$ cat src/rtl/dpwm_compensator.sv
// Three-tap PID compensator feeding the DPWM duty input.
// One multiplier is time-shared over the taps; the output is clamped, with anti-windup.
module dpwm_compensator #(
  parameter int unsigned N     = 12,
  parameter int unsigned ADC_W = 12,
  parameter int unsigned CW    = 16,
  parameter int unsigned FRAC  = 8,
  parameter int unsigned ACC_W = 32
) (
  input  logic                 hf_clock,
  input  logic                 reset,
  input  logic                 enable,
  input  logic [ADC_W-1:0]     adc_data,
  input  logic                 adc_valid,
  input  logic [ADC_W-1:0]     vref,
  input  logic signed [CW-1:0] coef_a,
  input  logic signed [CW-1:0] coef_b,
  input  logic signed [CW-1:0] coef_c,
  input  logic [N-1:0]         dmin,
  input  logic [N-1:0]         dmax,
  output logic [N-1:0]         duty_cycle,
  output logic                 duty_valid,
  output logic                 busy,
  output logic                 overrun
);

  localparam int unsigned EW = ADC_W + 1;
  localparam int unsigned PW = CW + EW;

  localparam logic [2:0] S_IDLE = 3'd0;
  localparam logic [2:0] S_MAC0 = 3'd1;
  localparam logic [2:0] S_MAC1 = 3'd2;
  localparam logic [2:0] S_MAC2 = 3'd3;
  localparam logic [2:0] S_SAT  = 3'd4;

  logic [2:0]              state_q, state_d;
  logic signed [EW-1:0]    e0_q, e0_d, e1_q, e1_d, e2_q, e2_d;
  logic signed [ACC_W-1:0] u_q, u_d, acc_q, acc_d;
  logic [N-1:0]            duty_q, duty_d;
  logic                    duty_valid_q, duty_valid_d;
  logic                    busy_q, busy_d;
  logic                    overrun_q, overrun_d;

  logic signed [EW-1:0]    e_new;
  logic signed [CW-1:0]    coef_sel;
  logic signed [EW-1:0]    err_sel;
  logic signed [PW-1:0]    prod;
  logic signed [ACC_W-1:0] acc_base, acc_sum;
  logic signed [ACC_W-1:0] y, lo_val, dmin_s, dmax_s;
  logic [N-1:0]            lo_sel, duty_sel;
  logic                    below, above;

  // Shared MAC datapath: tap select, product, accumulate.
  always_comb begin
    e_new    = $signed({1'b0, vref}) - $signed({1'b0, adc_data});
    coef_sel = coef_a;
    err_sel  = e0_q;
    acc_base = acc_q;
    case (state_q)
      S_MAC0: begin
        coef_sel = coef_a;
        err_sel  = e0_q;
        acc_base = u_q;
      end
      S_MAC1: begin
        coef_sel = coef_b;
        err_sel  = e1_q;
      end
      S_MAC2: begin
        coef_sel = coef_c;
        err_sel  = e2_q;
      end
      default: ;
    endcase
    prod    = PW'(coef_sel) * PW'(err_sel);
    acc_sum = acc_base + ACC_W'(prod);
  end

  // Saturation: the lower clamp is applied first, so dmax wins when dmin > dmax.
  always_comb begin
    y        = acc_q >>> FRAC;
    dmin_s   = $signed(ACC_W'(dmin));
    dmax_s   = $signed(ACC_W'(dmax));
    below    = (y < dmin_s);
    lo_val   = below ? dmin_s : y;
    lo_sel   = below ? dmin : y[N-1:0];
    above    = (lo_val > dmax_s);
    duty_sel = above ? dmax : lo_sel;
  end

  // Next-state and register-input logic.
  always_comb begin
    state_d      = state_q;
    e0_d         = e0_q;
    e1_d         = e1_q;
    e2_d         = e2_q;
    u_d          = u_q;
    acc_d        = acc_q;
    duty_d       = duty_q;
    duty_valid_d = 1'b0;
    overrun_d    = 1'b0;

    if (!enable) begin
      state_d = S_IDLE;
      e0_d    = '0;
      e1_d    = '0;
      e2_d    = '0;
      u_d     = '0;
      acc_d   = '0;
      duty_d  = dmin;
    end else begin
      case (state_q)
        S_IDLE: begin
          if (adc_valid) begin
            e2_d    = e1_q;
            e1_d    = e0_q;
            e0_d    = e_new;
            state_d = S_MAC0;
          end
        end
        S_MAC0: begin
          acc_d   = acc_sum;
          state_d = S_MAC1;
        end
        S_MAC1: begin
          acc_d   = acc_sum;
          state_d = S_MAC2;
        end
        S_MAC2: begin
          acc_d   = acc_sum;
          state_d = S_SAT;
        end
        S_SAT: begin
          duty_d       = duty_sel;
          duty_valid_d = 1'b1;
          u_d          = (below || above) ? (ACC_W'(duty_sel) << FRAC) : acc_q;
          state_d      = S_IDLE;
        end
        default: state_d = S_IDLE;
      endcase
      overrun_d = adc_valid && (state_q != S_IDLE);
    end
    busy_d = (state_d != S_IDLE);
  end

  always_ff @(posedge hf_clock or negedge reset) begin
    if (!reset) begin
      state_q      <= S_IDLE;
      e0_q         <= '0;
      e1_q         <= '0;
      e2_q         <= '0;
      u_q          <= '0;
      acc_q        <= '0;
      duty_q       <= '0;
      duty_valid_q <= 1'b0;
      busy_q       <= 1'b0;
      overrun_q    <= 1'b0;
    end else begin
      state_q      <= state_d;
      e0_q         <= e0_d;
      e1_q         <= e1_d;
      e2_q         <= e2_d;
      u_q          <= u_d;
      acc_q        <= acc_d;
      duty_q       <= duty_d;
      duty_valid_q <= duty_valid_d;
      busy_q       <= busy_d;
      overrun_q    <= overrun_d;
    end
  end

  assign duty_cycle = duty_q;
  assign duty_valid = duty_valid_q;
  assign busy       = busy_q;
  assign overrun    = overrun_q;

endmodule

$ cat config.mk
export PLATFORM = sky130hd
export DESIGN_NAME = dpwm_compensator
export DESIGN_NICKNAME = d
export VERILOG_FILES = /design/src/rtl/dpwm_compensator.sv
export SDC_FILE = /design/constraint.sdc
export NUM_CORES = 1
export LEC_CHECK = 0
export ABC_AREA = 1
export BUFFER_PORTS_ARGS = -buffer_cell sky130_fd_sc_hd__buf_2
export CORE_AREA = 2 2 224 226
export DETAILED_ROUTE_END_ITERATION = 8
export DIE_AREA = 0 0 226 228
export MAX_ROUTING_LAYER = met4
export PLACE_DENSITY = 0.49
export REMOVE_ABC_BUFFERS = 1
export SLEW_MARGIN = 10
export SYNTH_ARGS = -nofsm -noshare
export SYNTH_HDL_FRONTEND = slang
export SYNTH_SLANG_ARGS = --single-unit
$ cat constraint.sdc
create_clock -name hf_clock -period 7.1 [get_ports hf_clock]
set_input_delay 0 -clock hf_clock [delete_from_list [all_inputs] [get_ports hf_clock]]
set_output_delay 0 -clock hf_clock [all_outputs]
set_load 0.02 [all_outputs]
# [Yosys cells after proc, flatten, opt, wreduce, memory -nomap -nowiden]
# Cells that the tools add are included.
[word_totals] register_bits=121 elab_cells=58 in_bits=100
[classes] n_mul=1 reduce_logical=7 addsub=2 mux=28 n_lt_le_gt_ge=2 n_eq_ne=8
[ops] operator="2-to-1 mux 32 bit" count=7
[ops] operator="2-to-1 mux 13 bit" count=9
[ops] operator="2-to-1 mux 12 bit" count=4
[ops] operator="adder 32 x 29 -> 32 bit" count=1
[ops] operator="> comparator 32 x 13 -> 1 bit" count=1
[ops] operator="case mux 16 bit (2 select lines)" count=1
[ops] operator="multiplier 16 x 13 -> 29 bit" count=1
[ops] operator="case mux 13 bit (2 select lines)" count=1
[ops] operator="less-than comparator 24 x 13 -> 1 bit" count=1
[ops] operator="subtractor 12 x 12 -> 13 bit" count=1
[ops] operator="case mux 3 bit (4 select lines)" count=1
[ops] operator="== test 3 x 2 -> 1 bit (second input constant)" count=2
[ops] operator="2-to-1 mux 3 bit" count=2
[ops] operator="!= test 2 x 1 -> 1 bit (second input constant)" count=3
[ops] operator="nonzero test 3 bit" count=2
[ops] operator="== test 3 x 1 -> 1 bit (second input constant)" count=1
[ops] operator="== test 3 bit (second input constant)" count=1
[ops] operator="logical NOT 3 bit" count=1
[ops] operator="2-to-1 mux 1 bit" count=3
[ops] operator="OR reduction 3 bit" count=1
[ops] operator="!= test 2 bit (second input constant)" count=1
[ops] operator="AND reduction 2 bit" count=1
[ops] operator="logical AND 1 bit" count=1
[ops] operator="logical OR 1 bit" count=1

# [Logic depth before layout (Yosys ltp)]
# Gate-level depths: netlist of the first run.
[depth] ltp_word=7 mapped_depth=34

# [Worst setup path after synthesis of the first run]
# No wires, ideal clock.
[synth_timing] path_type="register -> register" start="register state_q[2]" end="register acc_q[27]" setup_slack_ns=0.896 required_time_ns=6.982 synth_period_minus_slack_ns=6.204 path_stages_with_launch=26 arrival_ns=6.086 n_path_buf=0 path_cell_list="dfrtp_1 inv_2 nand2_1 a22oi_1 o21a_1 inv_1 nor2_1 inv_1 fa_1 inv_1 fa_1 fa_1 fa_1 fa_1 inv_1 fa_1 inv_1 ha_1 nand2_1 nor2_1 a21oi_1 or2_2 nand3_1 nand2_1 nand3_1 nand2_1"
[synth_via] elab_chain_cells=6 elab_cells_between_ends=12 cone_classes="1 x add/sub; 1 x mul; 4 x eq/ne; 5 x mux; 1 x reduce/logical"
[synth_rtl] element="start: declaration" line_no="36" source="logic [2:0] state_q, state_d;"
[synth_rtl] element="start signal: assignment" line_no="159" source="state_q <= state_d;"
[synth_rtl] element="== test 3 x 2 -> 1 bit" line_no="59, 112"
[synth_rtl] element="case mux 16 bit (2 select lines) or case mux 13 bit (2 select lines) (tied branches)" line_no="59" source="case (state_q)"
[synth_rtl] element="multiplier 16 x 13 -> 29 bit" line_no="75" source="prod = PW'(coef_sel) * PW'(err_sel);"
[synth_rtl] element="adder 32 x 29 -> 32 bit" line_no="76" source="acc_sum = acc_base + ACC_W'(prod);"
[synth_rtl] element="2-to-1 mux 32 bit" line_no="112" source="case (state_q)"
[synth_rtl] element="2-to-1 mux 32 bit" line_no="103" source="if (!enable) begin"
[synth_rtl] element="end signal: assignment" line_no="153" source="acc_q <= '0;"
[synth_rtl] element="end signal: assignment" line_no="164" source="acc_q <= acc_d;"
[synth_rtl] element="end: declaration" line_no="38" source="logic signed [ACC_W-1:0] u_q, u_d, acc_q, acc_d;"
# Several ways; a longest one is shown, not always the timed one. The select of a mux whose other input is x is not followed.
# A chain may end at the register's enable or synchronous reset.

# [Final worst setup path of the first run]
[layout_timing] start="register state_q[2]" end="register acc_q[21]"
# Same word-level chain as after synthesis.

==> impl_metrics.toml, run 1 <==
[outcome]
status = "finished, final reports clean"

[finish]
drive_gt1_share_pct = 11.0
final_nets = 2895
finalNonFillerCells = 3106
synthToLayoutAreaGrowth_pct = 15.8
antenna_cells = 0
fillCellCount = 5242

[yosys]
synthCells = 2246
avgSynthCellArea_um2 = 7.59
yosysTopAreaCell = "fa_1"
yosysMostFrequentCell = "inv_1"
netlist_area_um2 = 17100
async_flop_share_pct = 100
synth_seq_cells = 121
yosysTopAreaCellShare_pct = 29.0
synth_commonest_cells = "543 x inv_1, 509 x nand2_1, 247 x fa_1, 206 x nor2_1, 127 x ha_1"
ys.flop_type = "dfrtp_1"
yosysSeqAreaShare_pct = 17.8
synth_top_cells_by_area = "fa_1 29%, dfrtp_1 18%, inv_1 12%"
synth.distinct_cells = 46
synth_edf_count = 0
yosysWarnings = 0

[clocking]
cts_sinks = 121
cts-root-buf = "clkbuf_16"
cts.htree.levels = 4
clkSlewWorstSetupHoldPaths_ps = 70
cts_buffers = 17
clk_latency_ps = 470
clockBufferDepth = 2
cts_tree = "done"

[die]
core.rowCount = 82
start_util_pct = 34.5
core_area_um2 = 49300
die_height_um = 228
die_area_um2 = 51500
io_pins = 115
die_w_um = 226

[routing]
drcViolationCount = 0
vias_per_cell = 4.69
vias = 14600
totalWireLength_um = 50600
drtIter0Drc = 808
drtPass1Iterations = 7
ant_nets = 0
wl_per_cell_um = 16.3

[global_route]
grt.total_usage_pct = 21.7
antenna_found_initial = 0
grt_max_degree = 63
grt_pass1_wl_um = 84300
overflow = 0
grt_pass1_vias = 15400

[sta]
setup-violations-final = 0
max_slew.worst_pin.slew_ps = 1020
fin_crit_sh_pct = 96.1
drv_slew = 0
hold_viol = 0
skew_ps = 14.7
relSlewSlack_pct = 31.8
fmax_ghz = 0.147
min_period_ps = 6820

[critical_path]
reg2reg_slack_ps = 280
critPathSlowestCell = "fa_1"
worstPathMaxFanout = 11
critPathTopFamily = "adder cells"
crit_path_start_kind = "flip-flop"
worstPathRequired_ps = 7460
worst-setup-path-type = "reg2reg"
critPathBufInv = 8
critPathMaxStageDelay_ps = 570
path_common_cell = "fa_1"
end_kind = "flip-flop"
critPathArrivalTime_ps = 7190

[worst_hold_path]
hold_path_class = "in2reg"

[placed_design]
dp_hpwl_um = 42700
gp_congestion = 1.01
dp.cells = 3028
numPortBuffers = 114

[run]
maxCapViolCount = 0
[cell type report]
| class | instances | area, um2 | area share, % |
|---|---|---|---|
| clock inverters | 14 | 171 | 0.868 |
| inverters | 570 | 2150 | 10.9 |
| flip-flops and latches | 121 | 3030 | 15.3 |
| clock buffers | 18 | 429 | 2.17 |
| well taps | 672 | 841 | 4.26 |
| multi-input cells | 1501 | 11700 | 59.2 |
| repair buffers | 210 | 1450 | 7.34 |
[repair_timing]
item,4_1_cts,5_1_grt
hold buffers,44,0
hold endpoints to repair,98,0
endpoints found under the setup margin,0,14
setup buffers,0,2
resized for setup,0,25
[logic make-up after synthesis]
family | after synthesis | synth area share [%]
AO/OA/AOI/OAI | 294 | 9.97
buffers and inverters | 624 | 14.1
flip-flops | 121 | 17.8
XOR/XNOR | 5 | 0.257
AND/OR/NAND/NOR | 828 | 19.6
adder cells (fa/ha/maj) | 374 | 38.3
[registers in the layout, summed over array words and instances (netlist names)]
register	cells
e1_q	13
state_q	3
u_q	32
overrun	1
acc_q	32
duty_valid	1
busy	1
e0_q	13
e2_q	13
duty_cycle	12
[per-layer routing]
layer / global-route usage (%) / routed length (um) / vias up
li1: - / - / 7145
met5: - / 0 / -
met4: 6.44 / 1250 / 0
met3: 2.65 / 1820 / 71
met2: 34.2 / 23700 / 343
met1: 29.4 / 23800 / 7000
[through the flow]
| step | area (um2) | setup TNS, ps | hold slack [ps] | setup slack, ps | util [%] |
|---|---|---|---|---|---|
| final | 19800 | 0 | 33.0 | 276 | 40.0 |
| after detailed placement | 18600 | 0 | 62.1 | 84.5 | 37.7 |
| after floorplan | 16800 | 0 | -296 | 539 | - |
| after global routing | 19800 | -8.90 | 48.7 | -8.90 | 40.0 |
| after CTS | 19700 | 0 | 1.71 | 37.8 | 39.9 |
| after global placement | 18600 | 0 | 52.1 | 79.0 | 37.7 |
[tightest hold or removal path, stage by stage]
cell and delay, ps:
buf_2 100, inv_1 50, ha_1 130, or2_2 100
o21ai_0 80
[layout by cell type (no fill, tap or decap), types with 44 or more instances in the layout]
cell type	netlist	final
nor2_1	206	199
dfrtp_1	121	121
dlygate4sd3_1	0	44
buf_4	6	48
a21oi_1	64	64
fa_1	247	244
buf_2	22	113
inv_1	543	542
o21ai_0	98	95
ha_1	127	123
nand3_1	53	53
nand2_1	509	509
[final timing paths]
kind                                      start                     to  cells after the start
max in group asynchronous                 reset  acc_q[15]$_DFFE_PN0P_                      3
hold reg to reg             u_q[15]$_DFFE_PN0P_    u_q[15]$_DFFE_PN0P_                      2
min in group asynchronous                 reset    e0_q[2]$_DFFE_PN0P_                      2
setup / recovery           state_q[2]$_DFF_PN0_  acc_q[21]$_DFFE_PN0P_                     27
hold / removal                     adc_data[11]   e0_q[12]$_DFFE_PN0P_                      5
setup reg to reg           state_q[2]$_DFF_PN0_  acc_q[21]$_DFFE_PN0P_                     27
Power of run 1 is not shown: default switching activity piles up to over one toggle a cycle in this logic, so the estimate is an artifact.
==> run 2, diff against run 1 <==
Settings changed: PLACE_DENSITY 0.49 to 0.51.
Clock period 7.1 ns to 5.5 ns, I/O delays scaled along.
==> run 2 against run 1 <==
Against the previous run: the run now ends with setup timing left; die area unchanged; final cell count grew 9.1%; count of clock-buffer cells in the layout stayed put; highest routed layer unchanged.
==> impl_metrics.toml, run 2 (same netlist as run 1, synthesis figures left out) <==
[clocking]
cts_buffers = 17
clkSlewWorstSetupHoldPaths_ps = 60
clk_latency_ps = 500
cts_tree = "done"
cts-root-buf = "clkbuf_16"
cts_sinks = 121
cts.htree.levels = 4
clockBufferDepth = 2

[critical_path]
r2r-start = "state_q[2]$_DFF_PN0_"
worst-setup-path-type = "reg2reg"
reg2reg_to = "acc_q[25]$_DFFE_PN0P_"
critPathArrivalTime_ps = 6660
critPathSlowestCell = "fa_1"
end_kind = "flip-flop"
r2r_cells = 28
worstPathMaxFanout = 14
reg2reg_slack_ps = -800
crit_path_start_kind = "flip-flop"
critPathMaxStageDelay_ps = 570
worstPathRequired_ps = 5860
path_common_cell = "fa_1"

[run]
maxCapViolCount = 0

[sta]
min_period_ps = 6300
drv_slew = 0
fmax_ghz = 0.159
skew_ps = 27.5
relSlewSlack_pct = 37.7
hold_slack_ps = 16.8
hold_viol = 0
fin_crit_sh_pct = 114
rsz0062_at_grt = "yes"
max_slew.worst_pin.slew_ps = 935
setup_ws_ps = -796
setup-violations-final = 25
fin_tns_setup_ps = -16750

[die]
io_pins = 115
core.rowCount = 82
die_w_um = 226
die_area_um2 = 51500
die_height_um = 228
core_area_um2 = 49300
start_util_pct = 34.5

[routing]
drcViolationCount = 0
vias_per_cell = 4.63
wl_per_cell_um = 15.9
drtPass1Iterations = 5
vias = 15700
ant_nets = 0
drtIter0Drc = 704
totalWireLength_um = 53900

[finish]
fillCellCount = 4920
drive_gt1_share_pct = 27.7
regArea_um2 = 3030
layout_common_cells = "504 x inv_1, 463 x nand2_1, 293 x buf_4"
synthToLayoutAreaGrowth_pct = 36.1
layout_commonest_cell = "inv_1"
antenna_cells = 0
multi_input_comb_area_um2 = 12700
reg.largest.list = "acc_q (32), u_q (32)"
final_nets = 3179

[placed_design]
dp_hpwl_um = 44500
numPortBuffers = 114
pre_cts_slack_ps = -1350
gp_congestion = 0.951

[global_route]
grt_pass1_vias = 16500
grt_pass1_wl_um = 87400
overflow = 0
grt.total_usage_pct = 22.6
antenna_found_initial = 0
grt_max_degree = 63

[worst_hold_path]
hold_path_class = "in2reg"
min_from = "vref[1]"
hold_end = "e0_q[1]$_DFFE_PN0P_"
hold_path_depth = 4

[outcome]
violations = "setup timing"
status = "complete, but fails checks"
-- run 2: cell types whose count changed in the layout (fill, tap and decap cells not counted), moves of 23 or more --
cell / delta
ha_4: +30
nand2_2: +35
nor2_2: +24
a21oi_1: -23
ha_1: -26
nand2_1: -46
buf_4: +245
inv_2: +28
inv_1: -38
nor2_1: -37
-- run 2: worst max-delay path by stage --
stage	from	end	slack, ps	cells after the start
2_1_floorplan	state_q[2]$_DFF_PN0_	acc_q[30]$_DFFE_PN0P_	-1060	26
3_3_place_gp	state_q[2]$_DFF_PN0_	acc_q[26]$_DFFE_PN0P_	-1340	30
6_report	state_q[2]$_DFF_PN0_	acc_q[25]$_DFFE_PN0P_	-800	28
5_1_grt	state_q[2]$_DFF_PN0_	acc_q[30]$_DFFE_PN0P_	-1050	28
4_1_cts	state_q[1]$_DFF_PN0_	acc_q[31]$_DFFE_PN0P_	-790	32
3_5_place_dp	state_q[2]$_DFF_PN0_	acc_q[31]$_DFFE_PN0P_	-1350	29
-- run 2: final cells by class --
cell class              instances  share of cell area [%]
multi-input cells            1501                    54.7
inverters                     570                    9.42
well taps                     672                    3.62
repair buffers                494                    16.7
flip-flops and latches        121                    13.1
clock inverters                14                   0.604
clock buffers                  18                    1.85
-- run 2: repair_timing --
item                                   4_1_cts  5_1_grt
gates cloned                                 0        0
pin swaps                                   50       32
resized for setup                          229      102
hold buffers                                42        0
buffers inserted                            17       20
endpoints found under the hold margin       96        0
setup endpoints to repair                   28       27
-- run 2: critical path, delay by kind of cell (launching register included) --
family	cells	cell delay, ps
flip-flops	1	460
AND/OR/NAND/NOR	11	1250
AO/OA/AOI/OAI	1	90
buffers and inverters	9	1010
adder cells (fa/ha/maj)	7	3370
-- run 2: routing by layer --
layer | vias up | track usage (%) | share of wire, %
met3 | 77 | 3.62 | 4.2
met2 | 324 | 35.8 | 47
met4 | 0 | 8.09 | 3.2
met5 | - | - | 0
met1 | 7572 | 29.2 | 45
li1 | 7722 | - | -
-- run 2: stage by stage --
step	area (um2)	instances	util (%)
floorplan	16800	2192	-
global placement	20700	3279	41.9
detailed placement	20700	3279	41.9
CTS	22700	3370	45.9
global route	23200	3390	47.0
finish	23200	3390	47.0
Power of run 2 is left out for the same reason.
==> run 3, diff against run 2 <==
Clock period 5.5 ns to 5.05 ns, I/O delays scaled along.
==> run 3 against run 2 <==
Against the previous run: the flow still finishes with violations (setup timing); highest routed layer unchanged; clock skew fell by 8.3 ps; global-route usage fell by 0.16 points; count of clock-buffer cells in the layout did not move; core utilization rose by 1.2 points; non-clock buffer count rose by 32; maximum frequency fell by 1.0%; sequential share of layout area fell by 0.33 points; via count rose by 0.55%; wire length rose by 0.93%; register-to-register slack got worse by 520 ps; final cell count rose by 0.94%.
==> impl_metrics.toml, run 3 (same netlist as run 1, synthesis figures left out) <==
[global_route]
grt_pass1_wl_um = 87500
antenna_found_initial = 0
overflow = 0
grt.total_usage_pct = 22.5
grt_max_degree = 63
grt_pass1_vias = 16600

[sta]
fin_crit_sh_pct = 126
fmax_ghz = 0.157
hold_viol = 0
setup-violations-final = 28
relSlewSlack_pct = 32.3
skew_ps = 19.2
setup_ws_ps = -1310
fin_tns_setup_ps = -28870
max_slew.worst_pin.slew_ps = 1010
drv_slew = 0
rsz0062_at_grt = "yes"
min_period_ps = 6360

[die]
io_pins = 115
die_w_um = 226
core_area_um2 = 49300
die_area_um2 = 51500
die_height_um = 228
start_util_pct = 34.5
core.rowCount = 82

[critical_path]
critPathTopFamily = "adder cells"
crit_path_start_kind = "flip-flop"
critPathMaxStageDelay_ps = 560
reg2reg_slack_ps = -1310
worst-setup-path-type = "reg2reg"
reg2reg_to = "acc_q[31]$_DFFE_PN0P_"
critPathArrivalTime_ps = 6720
r2r_cells = 32
end_kind = "flip-flop"
worstPathRequired_ps = 5410
r2r-start = "state_q[1]$_DFF_PN0_"
worstPathMaxFanout = 7
path_depth = 32
critPathBufInv = 12
critPathSlowestCell = "fa_2"

[finish]
antenna_cells = 0
drive_gt1_share_pct = 30.6
synthToLayoutAreaGrowth_pct = 39.6
final_nets = 3211
layout_commonest_cell = "inv_1"
reg.largest.list = "acc_q (32), u_q (32)"
layout_common_cells = "499 x inv_1, 446 x nand2_1, 320 x buf_4"

[routing]
drcViolationCount = 0
drtPass1Iterations = 5
totalWireLength_um = 54400
drtIter0Drc = 804
vias = 15800
ant_nets = 0
vias_per_cell = 4.61
wl_per_cell_um = 15.9

[outcome]
status = "complete, but fails checks"
violations = "setup timing"

[clocking]
clkSlewWorstSetupHoldPaths_ps = 70
cts.htree.levels = 4
cts_sinks = 121
cts-root-buf = "clkbuf_16"
clockBufferDepth = 2
cts_tree = "done"
cts_buffers = 17
clk_latency_ps = 470

[worst_hold_path]
hold_path_class = "in2reg"
hold_path_depth = 3
hold_end = "overrun$_DFF_PN0_"
min_from = "enable"

[placed_design]
dp_hpwl_um = 44600
numPortBuffers = 114
gp_congestion = 0.896

[run]
maxCapViolCount = 0
run 3: cell count changes in the layout (fill, tap and decap cells not counted), moves of 13 or more:
cell     change
buf_6       +13
nand2_2     +16
buf_4       +27
nand2_1     -17
nor2_4      +13
run 3: how the worst max path moves through the flow:
stage,from,endpoint,slack (ps)
detailed placement,state_q[2]$_DFF_PN0_,acc_q[26]$_DFFE_PN0P_,-1760
global placement,state_q[1]$_DFF_PN0_,acc_q[26]$_DFFE_PN0P_,-1790
floorplan,state_q[2]$_DFF_PN0_,acc_q[30]$_DFFE_PN0P_,-1510
finish,state_q[1]$_DFF_PN0_,acc_q[31]$_DFFE_PN0P_,-1310
CTS,state_q[1]$_DFF_PN0_,acc_q[31]$_DFFE_PN0P_,-1230
global route,state_q[1]$_DFF_PN0_,acc_q[26]$_DFFE_PN0P_,-1550
run 3: routing by layer:
layer | vias up | GRT usage (%) | share of wire [%]
met5 | - | - | 0
met4 | 0 | 6.52 | 2.7
met3 | 60 | 3.05 | 3.8
met2 | 327 | 36.4 | 48
met1 | 7615 | 29.3 | 46
li1 | 7780 | - | -
run 3: layout make-up:
cell class              count  area, um2
repair buffers            526       4130
flip-flops and latches    121       3030
clock buffers              18        429
multi-input cells        1501      13000
fillers                  4786      25500
inverters                 570       2200
well taps                 672        841
clock inverters            14        211
run 3: worst reg2reg max path: cells and delay by family, from the launching register on:
kind / cells / cell delay, ps
and+or+nand+nor: 10 / 940
DFF: 1 / 410
AOI/OAI and AO/OA: 3 / 600
buffers and inverters: 12 / 1090
adders and majority gates: 7 / 3230
run 3: through the flow:
step | hold WS [ps] | utilization [%] | setup WS (ps) | cell area [um2] | cells
2_1_floorplan | -296 | - | -1510 | 16800 | 2192
3_3_place_gp | 2.82 | 42.0 | -1790 | 20700 | 3294
5_1_grt | 53.7 | 48.2 | -1550 | 23800 | 3422
4_1_cts | 7.01 | 45.8 | -1230 | 22600 | 3383
6_report | 22.2 | 48.2 | -1310 | 23800 | 3422
3_5_place_dp | 7.49 | 42.0 | -1760 | 20700 | 3294
run 3: repair_timing:
action                                 in CTS  in global routing
setup buffers                              21                 41
hold buffers                               37                  0
pin swaps                                  23                126
resized for setup                         177                245
gates cloned                                0                  2
endpoints found under the hold margin      59                  0
setup endpoints to repair                  28                 28
Power of run 3 is left out for the same reason.
